`src/rtl/instr_decode_if.sv`:
```
// Fetch-to-decode and decode-to-ALU handshake bundle for the instruction decoder.
interface instr_decode_if;
   logic        in_valid;
   logic        in_ready;
   logic [31:0] in_instr;
   logic [31:0] in_pc;
   logic        out_valid;
   logic        out_ready;
   logic [5:0]  out_opcode;
   logic [4:0]  out_rs;
   logic [4:0]  out_rt;
   logic [4:0]  out_rd;
   logic [4:0]  out_shamt;
   logic [5:0]  out_funct;
   logic [15:0] out_imm;
   logic [31:0] out_imm_ext;
   logic [25:0] out_jaddr;
   logic [31:0] out_jtarget;
   logic [1:0]  out_type;
   logic        out_illegal;

   modport master (
      output in_valid, in_instr, in_pc, out_ready,
      input  in_ready, out_valid, out_opcode, out_rs, out_rt, out_rd, out_shamt,
             out_funct, out_imm, out_imm_ext, out_jaddr, out_jtarget, out_type, out_illegal
   );

   modport slave (
      input  in_valid, in_instr, in_pc, out_ready,
      output in_ready, out_valid, out_opcode, out_rs, out_rt, out_rd, out_shamt,
             out_funct, out_imm, out_imm_ext, out_jaddr, out_jtarget, out_type, out_illegal
   );
endinterface

```
`src/rtl/instr_decode.sv`:
```
// MIPS decode stage: field split, classification, immediate extension and jump target,
// buffered in a 2-entry skid FIFO so fetch never sees ALU backpressure combinationally.
module instr_decode #(
   parameter int unsigned WORD_SIZE = 32
) (
   input  logic           clk,
   input  logic           rst,
   input  logic           flush,
   instr_decode_if.slave  bus,
   output logic [15:0]    illegal_count
);

   localparam int unsigned OP_W    = 6;
   localparam int unsigned REG_W   = 5;
   localparam int unsigned IMM_W   = 16;
   localparam int unsigned JADDR_W = 26;
   localparam int unsigned DEPTH   = 2;
   localparam int unsigned CNT_W   = 2;
   localparam int unsigned ICNT_W  = 16;

   typedef enum logic [1:0] {
      TYPE_R   = 2'd0,
      TYPE_I   = 2'd1,
      TYPE_J   = 2'd2,
      TYPE_ILL = 2'd3
   } instr_type_e;

   typedef struct packed {
      logic [OP_W-1:0]      opcode;
      logic [REG_W-1:0]     rs;
      logic [REG_W-1:0]     rt;
      logic [REG_W-1:0]     rd;
      logic [REG_W-1:0]     shamt;
      logic [OP_W-1:0]      funct;
      logic [IMM_W-1:0]     imm;
      logic [WORD_SIZE-1:0] imm_ext;
      logic [JADDR_W-1:0]   jaddr;
      logic [WORD_SIZE-1:0] jtarget;
      instr_type_e          itype;
      logic                 illegal;
   } dec_t;

   dec_t                 dec;
   dec_t                 head;
   dec_t                 mem [DEPTH];
   logic [WORD_SIZE-1:0] pc_plus4;
   logic                 wr_ptr;
   logic                 rd_ptr;
   logic [CNT_W-1:0]     count;
   logic                 push;
   logic                 pop;

   // Combinational decode of the word currently presented by fetch
   always_comb begin
      dec         = '0;
      pc_plus4    = bus.in_pc + WORD_SIZE'(4);
      dec.opcode  = bus.in_instr[31:26];
      dec.rs      = bus.in_instr[25:21];
      dec.rt      = bus.in_instr[20:16];
      dec.rd      = bus.in_instr[15:11];
      dec.shamt   = bus.in_instr[10:6];
      dec.funct   = bus.in_instr[5:0];
      dec.imm     = bus.in_instr[15:0];
      dec.jaddr   = bus.in_instr[25:0];
      dec.jtarget = {pc_plus4[31:28], bus.in_instr[25:0], 2'b00};

      unique case (dec.opcode)
         6'h00:                     dec.itype = TYPE_R;
         6'h02, 6'h03:              dec.itype = TYPE_J;
         6'h2C, 6'h2D, 6'h35, 6'h36,
         6'h37, 6'h3B, 6'h3C, 6'h3F: dec.itype = TYPE_ILL;
         default:                   dec.itype = TYPE_I;
      endcase
      dec.illegal = (dec.itype == TYPE_ILL);

      // Logical ops zero-extend, LUI shifts up, everything else sign-extends
      unique case (dec.opcode)
         6'h0C, 6'h0D, 6'h0E: dec.imm_ext = {16'h0000, dec.imm};
         6'h0F:               dec.imm_ext = {dec.imm, 16'h0000};
         default:             dec.imm_ext = {{16{dec.imm[15]}}, dec.imm};
      endcase
   end

   // in_ready depends only on registered occupancy, never on out_ready
   assign bus.in_ready  = (count != CNT_W'(DEPTH)) & ~rst;
   assign bus.out_valid = (count != '0);
   assign push          = bus.in_valid & bus.in_ready;
   assign pop           = bus.out_valid & bus.out_ready;
   assign head          = mem[rd_ptr];

   always_ff @(posedge clk or posedge rst) begin
      if (rst) begin
         wr_ptr <= 1'b0;
         rd_ptr <= 1'b0;
         count  <= '0;
         for (int i = 0; i < DEPTH; i++) mem[i] <= '0;
      end else if (flush) begin
         wr_ptr <= 1'b0;
         rd_ptr <= 1'b0;
         count  <= '0;
      end else begin
         if (push) begin
            mem[wr_ptr] <= dec;
            wr_ptr      <= ~wr_ptr;
         end
         if (pop) rd_ptr <= ~rd_ptr;
         unique case ({push, pop})
            2'b10:   count <= count + CNT_W'(1);
            2'b01:   count <= count - CNT_W'(1);
            default: count <= count;
         endcase
      end
   end

   // Saturating count of illegal words handed to the ALU; survives flush
   always_ff @(posedge clk or posedge rst) begin
      if (rst) begin
         illegal_count <= '0;
      end else if (pop && !flush && head.illegal && (illegal_count != {ICNT_W{1'b1}})) begin
         illegal_count <= illegal_count + ICNT_W'(1);
      end
   end

   assign bus.out_opcode  = head.opcode;
   assign bus.out_rs      = head.rs;
   assign bus.out_rt      = head.rt;
   assign bus.out_rd      = head.rd;
   assign bus.out_shamt   = head.shamt;
   assign bus.out_funct   = head.funct;
   assign bus.out_imm     = head.imm;
   assign bus.out_imm_ext = head.imm_ext;
   assign bus.out_jaddr   = head.jaddr;
   assign bus.out_jtarget = head.jtarget;
   assign bus.out_type    = head.itype;
   assign bus.out_illegal = head.illegal;

endmodule

```
`src/flat_wrapper.sv`:
```
// flat-port wrapper written by rule: the top's interface ports become plain ports
module instr_decode_flat 
#(
   parameter int unsigned WORD_SIZE = 32
)
  (clk, rst, flush, illegal_count, bus_in_valid, bus_in_instr, bus_in_pc, bus_out_ready, bus_in_ready, bus_out_valid, bus_out_opcode, bus_out_rs, bus_out_rt, bus_out_rd, bus_out_shamt, bus_out_funct, bus_out_imm, bus_out_imm_ext, bus_out_jaddr, bus_out_jtarget, bus_out_type, bus_out_illegal);
  instr_decode_if bus_i ();
  input  logic clk;
  input  logic rst;
  input  logic flush;
  output logic [15:0] illegal_count;
  input wire logic [$bits(bus_i.in_valid)-1:0] bus_in_valid;
  input wire logic [$bits(bus_i.in_instr)-1:0] bus_in_instr;
  input wire logic [$bits(bus_i.in_pc)-1:0] bus_in_pc;
  input wire logic [$bits(bus_i.out_ready)-1:0] bus_out_ready;
  output wire logic [$bits(bus_i.in_ready)-1:0] bus_in_ready;
  output wire logic [$bits(bus_i.out_valid)-1:0] bus_out_valid;
  output wire logic [$bits(bus_i.out_opcode)-1:0] bus_out_opcode;
  output wire logic [$bits(bus_i.out_rs)-1:0] bus_out_rs;
  output wire logic [$bits(bus_i.out_rt)-1:0] bus_out_rt;
  output wire logic [$bits(bus_i.out_rd)-1:0] bus_out_rd;
  output wire logic [$bits(bus_i.out_shamt)-1:0] bus_out_shamt;
  output wire logic [$bits(bus_i.out_funct)-1:0] bus_out_funct;
  output wire logic [$bits(bus_i.out_imm)-1:0] bus_out_imm;
  output wire logic [$bits(bus_i.out_imm_ext)-1:0] bus_out_imm_ext;
  output wire logic [$bits(bus_i.out_jaddr)-1:0] bus_out_jaddr;
  output wire logic [$bits(bus_i.out_jtarget)-1:0] bus_out_jtarget;
  output wire logic [$bits(bus_i.out_type)-1:0] bus_out_type;
  output wire logic [$bits(bus_i.out_illegal)-1:0] bus_out_illegal;
  assign bus_i.in_valid = bus_in_valid;
  assign bus_i.in_instr = bus_in_instr;
  assign bus_i.in_pc = bus_in_pc;
  assign bus_i.out_ready = bus_out_ready;
  assign bus_in_ready = bus_i.in_ready;
  assign bus_out_valid = bus_i.out_valid;
  assign bus_out_opcode = bus_i.out_opcode;
  assign bus_out_rs = bus_i.out_rs;
  assign bus_out_rt = bus_i.out_rt;
  assign bus_out_rd = bus_i.out_rd;
  assign bus_out_shamt = bus_i.out_shamt;
  assign bus_out_funct = bus_i.out_funct;
  assign bus_out_imm = bus_i.out_imm;
  assign bus_out_imm_ext = bus_i.out_imm_ext;
  assign bus_out_jaddr = bus_i.out_jaddr;
  assign bus_out_jtarget = bus_i.out_jtarget;
  assign bus_out_type = bus_i.out_type;
  assign bus_out_illegal = bus_i.out_illegal;
  instr_decode #(.WORD_SIZE(WORD_SIZE)) u_core (.clk(clk), .rst(rst), .flush(flush), .bus(bus_i), .illegal_count(illegal_count));
endmodule
```
`config.mk`:
```
export PLATFORM = sky130hd
export DESIGN_NAME = instr_decode_flat
export DESIGN_NICKNAME = d
export VERILOG_FILES = /design/src/rtl/instr_decode_if.sv /design/src/rtl/instr_decode.sv /design/src/flat_wrapper.sv
export SDC_FILE = /design/constraint.sdc
export NUM_CORES = 1
export LEC_CHECK = 0
export CAP_MARGIN = 20
export CORE_MARGIN = 2
export CORE_UTILIZATION = 48
export CTS_CLUSTER_DIAMETER = 150
export DETAILED_ROUTE_END_ITERATION = 12
export GPL_TIMING_DRIVEN = 0
export HOLD_SLACK_MARGIN = 0.05
export PLACE_DENSITY = 0.91
export SLEW_MARGIN = 20
export SYNTH_ARGS = -nofsm -noshare
export SYNTH_HDL_FRONTEND = slang
export SYNTH_SLANG_ARGS = --single-unit
```
`constraint.sdc`:
```
create_clock -name clk -period 7.25 [get_ports clk]
set_input_delay 1.45 -clock clk [delete_from_list [all_inputs] [get_ports clk]]
set_output_delay 1.45 -clock clk [all_outputs]
set_load 0.005 [all_outputs]
```
==> flow_metrics.tcl <==
set metrics [dict create \
    p_total_w 0.00300 \
    rsz0062_at_grt "false" \
    min_to "u_core.mem[14]$_DFFE_PP0P_" \
    rrSetupSlack_ns 5.28 \
    worstPathRequired_ns 5.80 \
    gr-total-overflow 0 \
    p_int_w 0.00223 \
    num_io_pins 228 \
    cts_tree "built" \
    antenna_cells 0 \
    reg2reg_from "u_core.count[1]$_DFFE_PP0P_" \
    initial_core_util_pct 49.3 \
    routed_via_density 5.20 \
    grt_pass1_wl_um 34500 \
    cts.htree.levels 4 \
    cts_resized 0 \
    ir_drop_mv 0.175 \
    clock_latency_ns 0.42 \
    worst_pin_slew_ns 0.939 \
    ys_seq_area_share_pct 51.4 \
    swShare_pct 25.7 \
    synth_cell_types 41 \
    yosysTopAreaCellShare_pct 51.4 \
    setup_viol_count_final 0 \
    wl_um 21300 \
    die_area_um2 17500 \
    period_needed_ns 4.18 \
    fin_hold_ws_ns 0.470 \
    finalInstanceArea_um2 11000 \
    timing.setup.tns_ns 0 \
    crit_path_start_kind "register" \
    switching_power_w 0.000769 \
    hold_start "u_core.mem[14]$_DFFE_PP0P_" \
    grt_usage_pct 24.7 \
    hold_violations 0 \
    yosys_warnings 0 \
    async_flop_share_pct 100 \
    port_buffers 221 \
    gp_congestion 0.813 \
    powerDensity_nw_per_um2 271 \
    final_cell_mix "277 x nand2_1, 221 x clkdlybuf4s50_1, 162 x dfrtp_1" \
    dp_hpwl_um 15500 \
    antenna_found_initial 0 \
    cts-root-buf "clkbuf_16" \
    syn_to_final_growth_pct 39.9 \
    rr_worst_depth 7 \
    grt_pass1_vias 6768 \
    cts.sink_count 162 \
    avgSynthCellArea_um2 9.51 \
    p_seq_share_pct 39.0 \
    skew_ns 0.00571 \
    crit_fanout 10 \
    synth-edff-count 0 \
    drtIter0Drc 634 \
    synth-seq-cells 162 \
    final_nets 1142 \
    clk_pin_slew_worst_paths_ns 0.06 \
    period_share_pct 57.6 \
    clock.fmax_mhz 239 \
    power_frac_comb_pct 29.1 \
    post-cts-setup-buffers 0 \
    yosysTopAreaCell "dfrtp_1" \
    antenna_left 0 \
    slew_headroom_pct 37.4 \
    core_area_um2 16000 \
    cts_buffer_depth 2 \
    grt_max_degree 101 \
    chipHeight_um 132 \
    leakage_nw 5.17 \
    drive_gt1_share_pct 19.2 \
    via_count 6763 \
    drc 0 \
    hold_buffers 0 \
    yosys-top-cells-area "dfrtp_1 51%, nand2_1 13%, mux2_2 12%" \
    cap_violations 0 \
    synthesis.instances 830 \
    dieWidth_um 132 \
    wl_per_cell_um 16.4 \
    drtPass1Iterations 5 \
    fin_util_pct 69.0 \
    min_path_type "reg2reg" \
    path_class "reg2out" \
    cp.arrival_ns 2.73 \
    fp-row-count 46 \
    p_clk_share_pct 31.9 \
    cts_buffers 17 \
    place_area_um2 10400 \
    rr_endpoint "u_core.mem[27]$_DFFE_PP0P_" \
    final_common_cell "nand2_1" \
    synth.cell_area_um2 7890 \
    ys.flop_type "dfrtp_1" \
    worst_setup_path_end_kind "primary output" \
    hold_depth 2 \
    nFillCells 1257 \
    drv_slew 0 \
    status "finished, final reports clean" \
]
[critical path: stages, from the launching register on]
cell and delay (ns):
dfrtp_1 0.31, buf_2 0.22, buf_1 0.74, mux2_2 0.46, buf_4 0.14, clkdlybuf4s50_1 0.44
[synth_stat cells (all sizes together) (9+ instances only)]
| master | number |
|---|---|
| a21oi | 20 |
| buf | 99 |
| clkbuf | 16 |
| dfrtp | 162 |
| mux2 | 81 |
| nand2 | 277 |
| nand3 | 11 |
| nand4 | 14 |
| nor2 | 9 |
| o21ai | 78 |
| xnor2 | 15 |
[metrics by stage]
stage	setup slack, ns	std cells
3_5_place_dp	3.08	1269
5_1_grt	3.00	1300
2_1_floorplan	1.42	831
6_report	3.07	1300
3_3_place_gp	-0.611	1268
4_1_cts	3.07	1300
[how the worst max path moves through the flow]
stage,to,cells after the start,slack [ns],startpoint
2_1_floorplan,u_core.count[0]$_DFFE_PP0P_,1,1.42,rst
3_3_place_gp,u_core.mem[208]$_DFFE_PP0P_,2,-0.61,rst
3_5_place_dp,bus_in_ready,3,3.08,rst
4_1_cts,bus_in_ready,3,3.07,rst
5_1_grt,bus_in_ready,3,3.00,rst
6_report,bus_out_jtarget[17],5,3.07,u_core.rd_ptr$_DFFE_PP0P_
[layer usage]
metal / GRT usage [%] / part of all wire [%] / wire, um / vias to the layer above
met5: 0 / 0 / 0 / -
li1: - / - / - / 3147
met2: 41.9 / 51 / 10800 / 269
met3: 7.73 / 7.7 / 1630 / 19
met1: 30.9 / 40 / 8600 / 3328
met4: 6.15 / 1.1 / 238 / 0
[logic make-up after synthesis]
kind of cell	share of synthesized area, %
AOI/OAI and AO/OA	6.99
buffers and inverters	9.54
DFF	51.4
muxes	11.8
xor gates and xnor gates	2.22
and+or+nand+nor	17.9
adders and majority gates	0.159
other	0.0475
[power groups by stage]
| stage | sequential (W) | clock [W] | combinational (W) |
|---|---|---|---|
| 5_1_grt | 0.00119 | 0.00100 | 0.000949 |
| 6_report | 0.00117 | 0.000957 | 0.000872 |
| 4_1_cts | 0.00116 | 0.000963 | 0.000883 |
| 3_5_place_dp | 0.00118 | 0 | 0.000877 |
| 3_3_place_gp | 0.00117 | 0 | 0.000843 |
| 2_1_floorplan | 0.00115 | 0 | 0.000420 |
[state kept, by name, summed over array words and instances (netlist names)]
register              count
u_core.count              2
u_core.wr_ptr             1
u_core.rd_ptr             1
u_core.illegal_count     16
u_core.mem              142
[area by class of cell]
cell class | count | area, um2 | area share [%]
Tap cell | 216 | 270 | 2.45
Clock buffer | 22 | 474 | 4.30
Multi-Input combinational cell | 549 | 3090 | 28.0
Inverter | 5 | 26.3 | 0.238
Timing Repair Buffer | 222 | 2240 | 20.3
Buffer | 115 | 734 | 6.65
Clock inverter | 9 | 154 | 1.39
Sequential cell | 162 | 4050 | 36.7
Note: power is estimated with default switching activity, not from simulation.
